File: src/rtl/riscv_md_pkg.sv
// Shared RV32M multiply/divide definitions: operation codes, FSM states, widths.
package riscv_md_pkg;

    localparam int unsigned XLEN = 32;
    localparam int unsigned ITER = 32;

    typedef enum logic [2:0] {
        MD_MUL    = 3'b000,
        MD_MULH   = 3'b001,
        MD_MULHSU = 3'b010,
        MD_MULHU  = 3'b011,
        MD_DIV    = 3'b100,
        MD_DIVU   = 3'b101,
        MD_REM    = 3'b110,
        MD_REMU   = 3'b111
    } md_op_e;

    typedef enum logic [1:0] {
        S_IDLE = 2'b00,
        S_CALC = 2'b01,
        S_DONE = 2'b10
    } md_state_e;

    function automatic logic md_is_div(input md_op_e op);
        return op[2];
    endfunction

    // Remainder ops share funct3[1]=1 among the divide group.
    function automatic logic md_is_rem(input md_op_e op);
        return op[2] & op[1];
    endfunction

endpackage

File: src/rtl/md_sign_fix.sv
// Conditional two's-complement negate; used for operand magnitudes and result sign correction.
module md_sign_fix
    import riscv_md_pkg::*;
#(
    parameter int unsigned W = 64
) (
    input  logic [W-1:0] val_i,
    input  logic         neg_i,
    output logic [W-1:0] res_o
);

    always_comb begin
        res_o = neg_i ? (~val_i + W'(1)) : val_i;
    end

endmodule

File: src/rtl/mdu_iterative.sv
// Iterative RV32M multiply/divide unit: one result bit per cycle, registered result and done pulse.
module mdu_iterative
    import riscv_md_pkg::*;
#(
    parameter int unsigned XLEN = 32,
    parameter int unsigned ITER = 32
) (
    input  logic            clk,
    input  logic            rst_n,
    input  logic            start,
    input  logic [2:0]      MDCode,
    input  logic [XLEN-1:0] A,
    input  logic [XLEN-1:0] B,
    input  logic            flush,
    output logic            busy,
    output logic            done,
    output logic [XLEN-1:0] MDResult
);

    localparam int unsigned CW = $clog2(ITER + 1);

    md_state_e         state_q, state_d;
    md_op_e            op_q, op_d;
    logic [XLEN-1:0]   opnd_q, opnd_d;
    logic [2*XLEN-1:0] acc_q, acc_d;
    logic              neg_q, neg_d;
    logic              spec_q, spec_d;
    logic [XLEN-1:0]   spec_res_q, spec_res_d;
    logic [XLEN-1:0]   res_q, res_d;
    logic [CW-1:0]     cnt_q, cnt_d;
    logic              busy_q, busy_d;
    logic              done_q, done_d;

    md_op_e            op_in;
    logic              a_signed, b_signed;
    logic [XLEN-1:0]   a_mag, b_mag;
    logic              b_zero, div_ovf, special_in;
    logic [XLEN-1:0]   special_val;
    logic              neg_in;

    logic [XLEN:0]     mul_sum;
    logic [2*XLEN-1:0] mul_next;
    logic [XLEN:0]     div_part, div_trial;
    logic [2*XLEN-1:0] div_next;
    logic [2*XLEN-1:0] step;
    logic [2*XLEN-1:0] fix_in, fix_out;
    logic [XLEN-1:0]   final_res;

    assign op_in    = md_op_e'(MDCode);
    assign a_signed = op_in inside {MD_MUL, MD_MULH, MD_MULHSU, MD_DIV, MD_REM};
    assign b_signed = op_in inside {MD_MUL, MD_MULH, MD_DIV, MD_REM};

    md_sign_fix #(.W(XLEN)) u_abs_a (
        .val_i (A),
        .neg_i (a_signed & A[XLEN-1]),
        .res_o (a_mag)
    );

    md_sign_fix #(.W(XLEN)) u_abs_b (
        .val_i (B),
        .neg_i (b_signed & B[XLEN-1]),
        .res_o (b_mag)
    );

    // Divide-by-zero and signed overflow are resolved at issue and skip the iterations.
    always_comb begin
        b_zero      = (B == '0);
        div_ovf     = (op_in == MD_DIV || op_in == MD_REM) &&
                      (A == {1'b1, {(XLEN-1){1'b0}}}) && (B == '1);
        special_in  = md_is_div(op_in) && (b_zero || div_ovf);
        special_val = '0;
        if (b_zero) begin
            special_val = md_is_rem(op_in) ? A : '1;
        end else if (!md_is_rem(op_in)) begin
            special_val = {1'b1, {(XLEN-1){1'b0}}};
        end
    end

    always_comb begin
        neg_in = 1'b0;
        unique case (op_in)
            MD_MUL, MD_MULH, MD_DIV: neg_in = A[XLEN-1] ^ B[XLEN-1];
            MD_MULHSU, MD_REM:       neg_in = A[XLEN-1];
            default:                 neg_in = 1'b0;
        endcase
    end

    // Multiply: acc = {partial, multiplier}, add multiplicand to the top half then shift right.
    // Divide: acc = {remainder, dividend/quotient}, shift left with a 33-bit trial subtract.
    always_comb begin
        mul_sum   = {1'b0, acc_q[2*XLEN-1:XLEN]} + {1'b0, opnd_q};
        mul_next  = acc_q[0] ? {mul_sum, acc_q[XLEN-1:1]} : {1'b0, acc_q[2*XLEN-1:1]};
        div_part  = {acc_q[2*XLEN-1:XLEN], acc_q[XLEN-1]};
        div_trial = div_part - {1'b0, opnd_q};
        div_next  = div_trial[XLEN] ? {div_part[XLEN-1:0], acc_q[XLEN-2:0], 1'b0}
                                    : {div_trial[XLEN-1:0], acc_q[XLEN-2:0], 1'b1};
        step      = md_is_div(op_q) ? div_next : mul_next;
        fix_in    = step;
        if (md_is_div(op_q)) begin
            fix_in = {{XLEN{1'b0}}, (md_is_rem(op_q) ? step[2*XLEN-1:XLEN] : step[XLEN-1:0])};
        end
    end

    md_sign_fix #(.W(2*XLEN)) u_res_fix (
        .val_i (fix_in),
        .neg_i (neg_q),
        .res_o (fix_out)
    );

    assign final_res = (op_q == MD_MUL || md_is_div(op_q)) ? fix_out[XLEN-1:0]
                                                            : fix_out[2*XLEN-1:XLEN];

    always_comb begin
        state_d    = state_q;
        op_d       = op_q;
        opnd_d     = opnd_q;
        acc_d      = acc_q;
        neg_d      = neg_q;
        spec_d     = spec_q;
        spec_res_d = spec_res_q;
        res_d      = res_q;
        cnt_d      = cnt_q;

        unique case (state_q)
            S_IDLE: begin
                if (start && !flush) begin
                    op_d       = op_in;
                    neg_d      = neg_in;
                    spec_d     = special_in;
                    spec_res_d = special_val;
                    cnt_d      = '0;
                    if (md_is_div(op_in)) begin
                        opnd_d = b_mag;
                        acc_d  = {{XLEN{1'b0}}, a_mag};
                    end else begin
                        opnd_d = a_mag;
                        acc_d  = {{XLEN{1'b0}}, b_mag};
                    end
                    state_d = S_CALC;
                end
            end
            S_CALC: begin
                if (flush) begin
                    state_d = S_IDLE;
                end else if (spec_q) begin
                    res_d   = spec_res_q;
                    state_d = S_DONE;
                end else begin
                    acc_d = step;
                    cnt_d = cnt_q + CW'(1);
                    if (cnt_q == CW'(ITER - 1)) begin
                        res_d   = final_res;
                        state_d = S_DONE;
                    end
                end
            end
            S_DONE: begin
                state_d = S_IDLE;
            end
            default: begin
                state_d = S_IDLE;
            end
        endcase

        busy_d = (state_d == S_CALC);
        done_d = (state_d == S_DONE);
    end

    always_ff @(posedge clk) begin
        if (!rst_n) begin
            state_q    <= S_IDLE;
            op_q       <= MD_MUL;
            opnd_q     <= '0;
            acc_q      <= '0;
            neg_q      <= 1'b0;
            spec_q     <= 1'b0;
            spec_res_q <= '0;
            res_q      <= '0;
            cnt_q      <= '0;
            busy_q     <= 1'b0;
            done_q     <= 1'b0;
        end else begin
            state_q    <= state_d;
            op_q       <= op_d;
            opnd_q     <= opnd_d;
            acc_q      <= acc_d;
            neg_q      <= neg_d;
            spec_q     <= spec_d;
            spec_res_q <= spec_res_d;
            res_q      <= res_d;
            cnt_q      <= cnt_d;
            busy_q     <= busy_d;
            done_q     <= done_d;
        end
    end

    assign busy     = busy_q;
    assign done     = done_q;
    assign MDResult = res_q;

endmodule

File: config.mk
export PLATFORM = sky130hd
export DESIGN_NAME = mdu_iterative
export DESIGN_NICKNAME = d
export VERILOG_FILES = /design/src/rtl/riscv_md_pkg.sv /design/src/rtl/md_sign_fix.sv /design/src/rtl/mdu_iterative.sv
export SDC_FILE = /design/constraint.sdc
export NUM_CORES = 1
export LEC_CHECK = 0
export CAP_MARGIN = 20
export CORE_AREA = 5 5 203 146
export CTS_CLUSTER_DIAMETER = 80
export DETAILED_ROUTE_END_ITERATION = 12
export DIE_AREA = 0 0 208 151
export GPL_TIMING_DRIVEN = 0
export PLACE_DENSITY = 0.87
export SYNTH_ARGS = -nofsm -noshare
export SYNTH_HDL_FRONTEND = slang
export SYNTH_HIERARCHICAL = 1
export SYNTH_SLANG_ARGS = --single-unit
File: constraint.sdc
create_clock -name clk -period 5.9 [get_ports clk]
set_clock_uncertainty 0.1 [all_clocks]
set_input_delay 0.885 -clock clk [delete_from_list [all_inputs] [get_ports clk]]
set_output_delay 0.885 -clock clk [all_outputs]
set_load 0.02 [all_outputs]
== Word level (Yosys, flattened, before mapping) ==
Index checks and enable logic that the tools add are counted.
Storage, ports and cells
  memories kept: 0
  input port bits: 71
  latch bits: 0
  register bits: 175
  ROM bits: 0
  word-level logic and storage cells: 90
  RAM bits: 0
Cells by class
  shift operators: 0
  divide/modulo/power cells: 0
  add/sub/neg operators: 6
  bitwise gates (word level): 9
  order comparisons: 0
  eq/ne operators: 13
  muxes and demuxes: 30
  $mul: 0
  reduce and logical (&&, ||, !) cells: 21
Operator list (number)
  $mux 64: 8
  $mux 32: 11
  $pmux 64 s2: 1
  $add 32x1->32 const B: 2
  $add 64x1->64 const B: 1
  $eq 32x32->1 const B: 2
  $not 32->32: 2
  $not 64->64: 1
  $add 32x32->33: 1
  $sub 33x32->33: 1
  $logic_not 32->1: 1
  $mux 6: 3
  $pmux 6 s2: 1
  $mux 2: 4
  $add 6x1->6 const B: 1
  $eq 3x3->1 const B: 2
  $eq 6x5->1 const B: 1
  $logic_not 3->1: 2
  $ne 2x2->1 const B: 3
  $reduce_bool 5->1: 1
  $and 1x1->1: 4
  $eq 2x1->1 const B: 2
  $logic_and 1x1->1: 4
  $pmux 2 s2: 1
  other kinds (16): 19

== Logic depth before layout (Yosys ltp) ==
Gate-level depths: netlist of the first run.
  word-level depth: 11
  depth in mapped cells: 28

== Cells and area by module ==
The synthesis of the first run kept the hierarchy.
By module, submodules not included
  mdu_iterative: area each 12997.5 µm², instances 1, sequential area each 3503.4 µm², cells an instance 1681
  md_sign_fix at u_res_fix: area each 1649.1 µm², instances 1, sequential area each 0.0 µm², cells an instance 206
  md_sign_fix at u_abs_a ...: area each 777.0 µm², instances 2, sequential area each 0.0 µm², cells an instance 99

== Worst setup path after synthesis of the first run ==
No wires, ideal clock.
  path kind: register to register
  from: reg acc_q[31]
  to: reg res_q[28], in the netlist MDResult[28]
  data arrival time: 5.116 ns
  path slack: 0.557 ns
  required time: 5.672 ns
  cell stages (with the launch flop): 27
  cell sequence: dfxtp_1 -> inv_1 -> ha_1 -> inv_1 -> fa_1 -> a211oi_1 -> o21ai_1 -> o21ai_1 -> a211oi_1 -> or4b_1 -> o211a_1 -> buf_6 -> buf_8 -> mux2i_1 -> a21oi_1 -> o21a_1 -> or4_4 -> or3_4 -> or3_4 -> o41ai_4 -> xnor2_1 -> mux2i_1 -> nor2_1 -> a21oi_1 -> nor2_1 -> a21oi_1 -> nor2_1
On the way
  word-level cells in the longest chain between the ends: 11
Ends and longest elaborated chain
  start, declared: RTL line mdu_iterative.sv:25  | logic [2*XLEN-1:0] acc_q, acc_d;
  start signal, assigned: RTL line mdu_iterative.sv:174  | acc_q <= '0;
  start signal, assigned: RTL line mdu_iterative.sv:186  | acc_q <= acc_d;
  $sub 33x32->33: RTL line mdu_iterative.sv:94  | div_trial = div_part - {1'b0, opnd_q};
  $mux 64: RTL line mdu_iterative.sv:95  | div_next = div_trial[XLEN] ? {div_part[XLEN-1:0], acc_q[XLEN-2:0], 1'b0}
  $mux 64: RTL line mdu_iterative.sv:97  | step = md_is_div(op_q) ? div_next : mul_next;
  $mux 32: RTL line mdu_iterative.sv:100  | fix_in = {{XLEN{1'b0}}, (md_is_rem(op_q) ? step[2*XLEN-1:XLEN] : step[XLEN-1:0])};
  $mux 64: RTL line mdu_iterative.sv:99  | if (md_is_div(op_q)) begin
  via fix_in[31]: RTL line mdu_iterative.sv:46  | logic [2*XLEN-1:0] fix_in, fix_out;
  $not 64->64: RTL line md_sign_fix.sv:13  | res_o = neg_i ? (~val_i + W'(1)) : val_i;
  $add 64x1->64: RTL line md_sign_fix.sv:13
  $mux 64: RTL line md_sign_fix.sv:13
  via fix_out[60]: RTL line mdu_iterative.sv:46
  $mux 32: RTL line mdu_iterative.sv:110  | assign final_res = (op_q == MD_MUL || md_is_div(op_q)) ? fix_out[XLEN-1:0]
  $mux 32: RTL line mdu_iterative.sv:151  | if (cnt_q == CW'(ITER - 1)) begin
  $mux 32: RTL line mdu_iterative.sv:145  | end else if (spec_q) begin
  end signal, assigned: RTL line mdu_iterative.sv:190  | res_q <= res_d;
  end, declared: RTL line mdu_iterative.sv:29  | logic [XLEN-1:0] res_q, res_d;
The timed path passes the listed nets, and every way through them passes these cells. The select of a mux whose other input is x is not followed.
A chain may end at the register's enable or synchronous reset.

== Worst setup path after layout of the first run ==
  from: reg acc_q[31]
  to: reg res_q[30], in the netlist MDResult[30]
The elaborated chain is that of the path after synthesis.

==> results.ini, run 1 <==
[status]
status=finished clean

[layout]
multi_input_area_mm2=0.01260
diodes=0
areaGrowthSynthToFinish_pct=19.29
drive_gt1_frac=0.1132
regArea_mm2=0.003543
nets=2380
instances_no_fill=2623
fill_cells=2291
finish.utilization=0.7043

[yosys]
yosysSeqAreaShare=0.2162
yosysWarnings=6
synthSimpleGateAreaFrac=0.2013
synth_top_family_by_area=compound AO/OA/AOI/OAI gates
synth_xor_area_frac=0.09299
ys_seq_elements=175
synth_edf_count=0
ys_types=90
yosysMostFrequentCell=nor2_1
synth_top_area_frac=0.2162
synth.cell_area_mm2=0.01620
synth-async-reset-ratio=0
yosys-top-cells-count=nor2_1 (261), a21oi_1 (219), mux2i_1 (191)
synthCells=2085
synth_nets=2226
yosys.area_share.adder=0.05499
yosysTopAreaCell=dfxtp_1
syn_area_per_cell_um2=7.770
ys.flop_type=dfxtp_1
synth_area_leaders=dfxtp_1 (22%), mux2i_1 (12%), xnor2_1 (8.3%), a21oi_1 (6.8%), nor2_1 (6.0%)
synthMuxAreaShare=0.1201
synth_compound_area_frac=0.2653

[power_and_ir_drop]
ir_drop_mv=0.2178
p_per_area_mw_per_mm2=193.9
p_leak_uw=0.007349

[drt]
drt_iter0_drc=2849
wl_per_cell_um=25.19
viasPerCell=6.891
via_count=18076
firstDrtPassIters=7
drcViolationCount=0
drt.antenna.violating_nets=0
wl_mm=66.08

[worst_setup_path]
ff2ff_setup_slack_ns=0.04
worstReg2RegEnd=MDResult[30]$_SDFFE_PN0P_
worstReg2RegStart=acc_q[31]$_SDFFE_PN0P_
crit_arrival_ns=6.06
cp_max_fo=5
cpPeakStageDelay_ns=0.52
r2r_cells=26
crit_path_start_kind=register
cp.required_ns=6.10
crit_slowest_cell=or4_4
worstSetupPathType=register to register
cp-end-kind=register
cp_common_cell=nor2_1

[grt]
grt_max_degree=20
overflow=0
grt_pass1_vias=16345
grt_use_total=0.3960
antenna_found_initial=0
grt_pass1_wl_mm=96.79

[sta]
max_freq_ghz=0.1706
min_period_ns=5.862
setup_tns_ns=0
slew_headroom=0.2838
post-route-period-util=0.9936
slew_viol_final=0
tightest_slew_ns=1.074
rsz0062_at_grt=yes
setup_viol=0
hold_viol_final=0
fin_hold_ws_ns=0.3540

[placed_design]
placed_cells=2559
io_buffers=103
dpl.hpwl_mm=51.65
gp_congestion=1.062

[flow_run]
drv_cap=0

[clock_network]
cts_buffer_depth=2
cts_buffers=17
cts_max_level=4
cts_tree=built
clk_pin_slew_worst_paths_ns=0.08
cts_root_buf=clkbuf_16
clock-sinks=175
insertion_delay_ns=0.45
hold_buffers=0

[min_path]
min_path_type=register to register
hp-start=spec_res_q[15]$_SDFFE_PN0P_
hold-path-cell-count=2
worstHoldEndpoint=spec_res_q[15]$_SDFFE_PN0P_

[floorplanning]
die_y_um=151
io_pins=105
dieArea_mm2=0.03141
start_util=0.5904
core_mm2=0.02744
row_count=51
die_x_um=208

## where the power goes
part | switching [µW] | leakage, µW | internal (µW)
combinational | 814 | 0.00563 | 498
sequential | 54.8 | 0.00143 | 1220
clock | 593 | 0.000287 | 571
total | 1460 | 0.00735 | 2280
## kinds of logic (layout without fill, tap and decap cells)
family,count (synthesis),after routing
mux,194,194
compound gates,637,637
simple gates,640,640
fa+ha+maj,70,70
xor+xnor,172,172
flops,175,175
buf+inv,197,364
## cell usage in the layout, fill, tap and decap left out, types with 21 or more instances in the layout
| cell | n |
|---|---|
| xnor2_1 | 153 |
| a211oi_1 | 42 |
| o31ai_1 | 34 |
| a21oi_1 | 213 |
| inv_1 | 63 |
| clkbuf_1 | 103 |
| nand3_1 | 25 |
| buf_4 | 38 |
| clkdlybuf4s50_1 | 103 |
| nor4_1 | 21 |
| ha_1 | 62 |
| o21ai_0 | 69 |
| mux2i_1 | 166 |
| o22ai_1 | 33 |
| dfxtp_1 | 155 |
| nor2_1 | 257 |
| nand2_1 | 144 |
| nor3_1 | 22 |
| a21o_1 | 24 |
| nand4_1 | 24 |
| o211ai_1 | 38 |
## timing repair
action,CTS,global route
pin swaps,11,43
buffers inserted,14,20
resized for setup,58,107
setup endpoints to repair,32,32
cloned,0,2
## worst max-delay path by stage
stage | cells past startpoint | start | slack [ns] | to
3_5_place_dp | 25 | opnd_q[0]$_SDFFE_PN0P_ | -0.99 | MDResult[9]$_SDFFE_PN0P_
6_report | 26 | acc_q[31]$_SDFFE_PN0P_ | 0.04 | MDResult[30]$_SDFFE_PN0P_
3_3_place_gp | 24 | opnd_q[0]$_SDFFE_PN0P_ | -0.91 | MDResult[3]$_SDFFE_PN0P_
5_1_grt | 23 | opnd_q[11]$_SDFFE_PN0P_ | -0.13 | MDResult[30]$_SDFFE_PN0P_
4_1_cts | 22 | opnd_q[12]$_SDFFE_PN0P_ | 0.009 | MDResult[24]$_SDFFE_PN0P_
2_1_floorplan | 26 | acc_q[31]$_SDFFE_PN0P_ | 0.56 | MDResult[28]$_SDFFE_PN0P_
## per-layer routing
metal,GRT usage,wire [µm],vias up
met4,0.1428,3396,0
li1,-,-,8017
met3,0.1476,10140,274
met5,0,0,-
met2,0.5749,26360,1298
met1,0.5402,26190,8487
## state kept, by name, summed over array words and instances, names as in the netlist
register / count
cnt_q: 6
done: 1
acc_q: 64
spec_q: 1
MDResult: 32
state_q: 2
busy: 1
opnd_q: 32
neg_q: 1
op_q: 3
spec_res_q: 32
## layout make-up
type                       instances  area share
multi-input combinational       1713      0.6520
timing repair buffer             139     0.06914
buffer                           127     0.02849
clock inverter                    14    0.008028
clock buffer                      18     0.02221
tap                              371     0.02402
sequential                       175      0.1833
inverter                          66     0.01282
## through the flow
step           power (µW)  instance area, µm²  setup WS (ns)
2_1_floorplan        2025               16200         0.5567
3_3_place_gp         2378               17700        -0.9062
3_5_place_dp         2398               17700        -0.9939
4_1_cts              3582               18670       0.009079
5_1_grt              3839               19330        -0.1251
6_report             3747               19330        0.03769
## critical path: cells and delay by family, from the launching register on
family | cells | cell delay [ns]
mux | 1 | 0.20
simple gates | 7 | 1.77
fa+ha+maj | 2 | 0.54
buf+inv | 4 | 0.46
xor+xnor | 1 | 0.14
compound gates | 11 | 2.13
flops | 1 | 0.34
No activity file was read; power rests on OpenSTA's default activity.
==> run 2: changes to the inputs <==
--- a/config.mk
+++ b/config.mk
@@ -12,6 +12,7 @@
 export DIE_AREA = 0 0 208 151
 export GPL_TIMING_DRIVEN = 0
 export PLACE_DENSITY = 0.87
+export RECOVER_POWER = 100
 export SYNTH_ARGS = -nofsm -noshare
 export SYNTH_HDL_FRONTEND = slang
 export SYNTH_HIERARCHICAL = 1
==> constraint.sdc (replaced) <==
create_clock -name clk -period 6.9 [get_ports clk]
set_clock_uncertainty 0.1 [all_clocks]
set_input_delay 1.035 -clock clk [delete_from_list [all_inputs] [get_ports clk]]
set_output_delay 1.035 -clock clk [all_outputs]
set_load 0.02 [all_outputs]
==> results.ini, run 2 (synthesis gave the netlist of run 1 again) <==
[flow_run]
drv_cap=1  ; +1

[power_and_ir_drop]
swShare=0.3843  ; -0.005967
clock_power_share=0.323  ; +0.012
p_total_uw=3065  ; -18%
combPwrFrac=0.323  ; -0.027
power_switching_uw=1178  ; -19%
p_leak_uw=0.007188  ; -2.2%
ir_drop_mv=0.1829  ; -16%
power_frac_seq=0.354  ; +0.015
internal_power_uw=1887  ; -17%
p_per_area_mw_per_mm2=167.9  ; -13%

[floorplanning]
die_y_um=151  ; unchanged
dieArea_mm2=0.03141  ; unchanged
row_count=51  ; unchanged
core_mm2=0.02744  ; unchanged
die_x_um=208  ; unchanged
start_util=0.5904  ; unchanged
io_pins=105  ; unchanged

[clock_network]
cts_tree=built
cts_buffer_depth=2  ; unchanged
cts_max_level=4  ; unchanged
cts_buffers=17  ; unchanged
insertion_delay_ns=0.45  ; about the same
cts_root_buf=clkbuf_16
hold_buffers=0  ; unchanged
clock-sinks=175  ; unchanged
clk_pin_slew_worst_paths_ns=0.08  ; about the same

[placed_design]
dpl.hpwl_mm=51.65  ; unchanged
io_buffers=103  ; unchanged
gp_congestion=1.062  ; unchanged

[layout]
areaGrowthSynthToFinish_pct=12.72
drive_gt1_frac=0.04905  ; -0.06418
final_cell_mix=nor2_1 (261), a21oi_1 (219), mux2i_1 (191), dfxtp_1 (175), xnor2_1 (153)
final_common_cell=nor2_1
regMostFlops=acc_q
diodes=0  ; unchanged
largest_reg_flops=64  ; unchanged
nets=2350  ; -1.3%

[grt]
grt_use_total=0.3875  ; -0.008505
grt_pass1_vias=16121  ; -1.4%
grt_pass1_wl_mm=94.75  ; -2.1%
grt_max_degree=20  ; unchanged
antenna_found_initial=0  ; unchanged
overflow=0  ; unchanged

[worst_setup_path]
cpPeakStageDelay_ns=0.62  ; +0.10 ns
worstSetupPathType=register to register
cp.required_ns=7.14  ; +1.04 ns
cp_common_cell=nor2_1
cp-end-kind=register
crit_slowest_cell=or4_4
crit_arrival_ns=6.90  ; +0.84 ns
crit_path_start_kind=register
cp_max_fo=10  ; +5

[sta]
post-route-period-util=0.9660  ; -0.02760
tightest_slew_ns=1.805  ; +0.7303 ns
hold_viol_final=0  ; unchanged
rsz0062_at_grt=no
fin_hold_ws_ns=0.3560  ; +0.001990 ns
max_freq_ghz=0.1500  ; -12%
slew_headroom=-0.2200  ; -0.5038
setup_viol=0  ; unchanged
setup_tns_ns=0  ; unchanged
min_period_ns=6.665  ; +0.8032 ns
slew_viol_final=6  ; +6

[min_path]
min_path_type=register to register

[drt]
viasPerCell=6.773  ; -1.7%
drcViolationCount=0  ; unchanged
wl_mm=63.45  ; -4.0%
drt.antenna.violating_nets=0  ; unchanged
firstDrtPassIters=6  ; -1
drt_iter0_drc=2503  ; -12%
via_count=17562  ; -2.8%
wl_per_cell_um=24.47  ; -2.9%

[status]
status=finished with violations
violations=capacitance limit, slew limit

[run 2: metal layers]
metal  up-vias  track usage  wire length, µm
met5         -            0                0
met4         0       0.1365             2599
met3       178       0.1509             9805
met2      1187       0.5583            25220
met1      8242       0.5290            25820
li1       7955            -                -
[run 2: stage by stage]
stage,util,setup WS (ns),instances,area [µm²]
2_1_floorplan,-,1.557,2085,16200
3_3_place_gp,0.6449,0.09376,2559,17700
3_5_place_dp,0.6451,0.006124,2559,17700
4_1_cts,0.6667,0.2349,2592,18290
5_1_grt,0.6655,0.04667,2593,18260
6_report,0.6655,0.2345,2593,18260
[run 2: repair_timing]
item	in CTS	in global routing
buffers inserted	1	0
resized for setup	0	5
endpoints found under the setup margin	2	24
pin swaps	1	0
[run 2: worst max-delay path: cells and delay by family, from the launching register on]
| family | cells | cell delay (ns) |
|---|---|---|
| fa+ha+maj | 2 | 0.67 |
| compound gates | 9 | 2.10 |
| xor+xnor | 1 | 0.17 |
| mux | 2 | 0.45 |
| simple gates | 8 | 1.97 |
| buf+inv | 3 | 0.63 |
| flops | 1 | 0.44 |
[run 2: power groups by stage]
stage / sequential [µW] / combinational (µW) / clock, µW
global route: 1090 / 1050 / 1020
global placement: 1100 / 932 / 0
floorplan: 1080 / 651 / 0
finish: 1080 / 990 / 991
CTS: 1080 / 954 / 978
detailed placement: 1100 / 948 / 0
[run 2: path summary, 6_finish.rpt]
check,startpoint,endpoint,slack [ns],cells past startpoint
setup reg to reg,opnd_q[0]$_SDFFE_PN0P_,MDResult[9]$_SDFFE_PN0P_,0.23,25
setup / recovery,opnd_q[0]$_SDFFE_PN0P_,MDResult[9]$_SDFFE_PN0P_,0.23,25
hold / removal,spec_res_q[17]$_SDFFE_PN0P_,spec_res_q[17]$_SDFFE_PN0P_,0.36,2
hold reg to reg,spec_res_q[17]$_SDFFE_PN0P_,spec_res_q[17]$_SDFFE_PN0P_,0.36,2
[run 2: layout make-up]
| cell class | instances | area [µm²] |
|---|---|---|
| fill | 2408 | 9178 |
| multi-input combinational | 1713 | 11870 |
| buffer | 131 | 546.8 |
| clock inverter | 14 | 155.1 |
| timing repair buffer | 105 | 1044 |
| inverter | 66 | 247.7 |
| tap | 371 | 464.2 |
| clock buffer | 18 | 429.2 |
| sequential | 175 | 3503 |
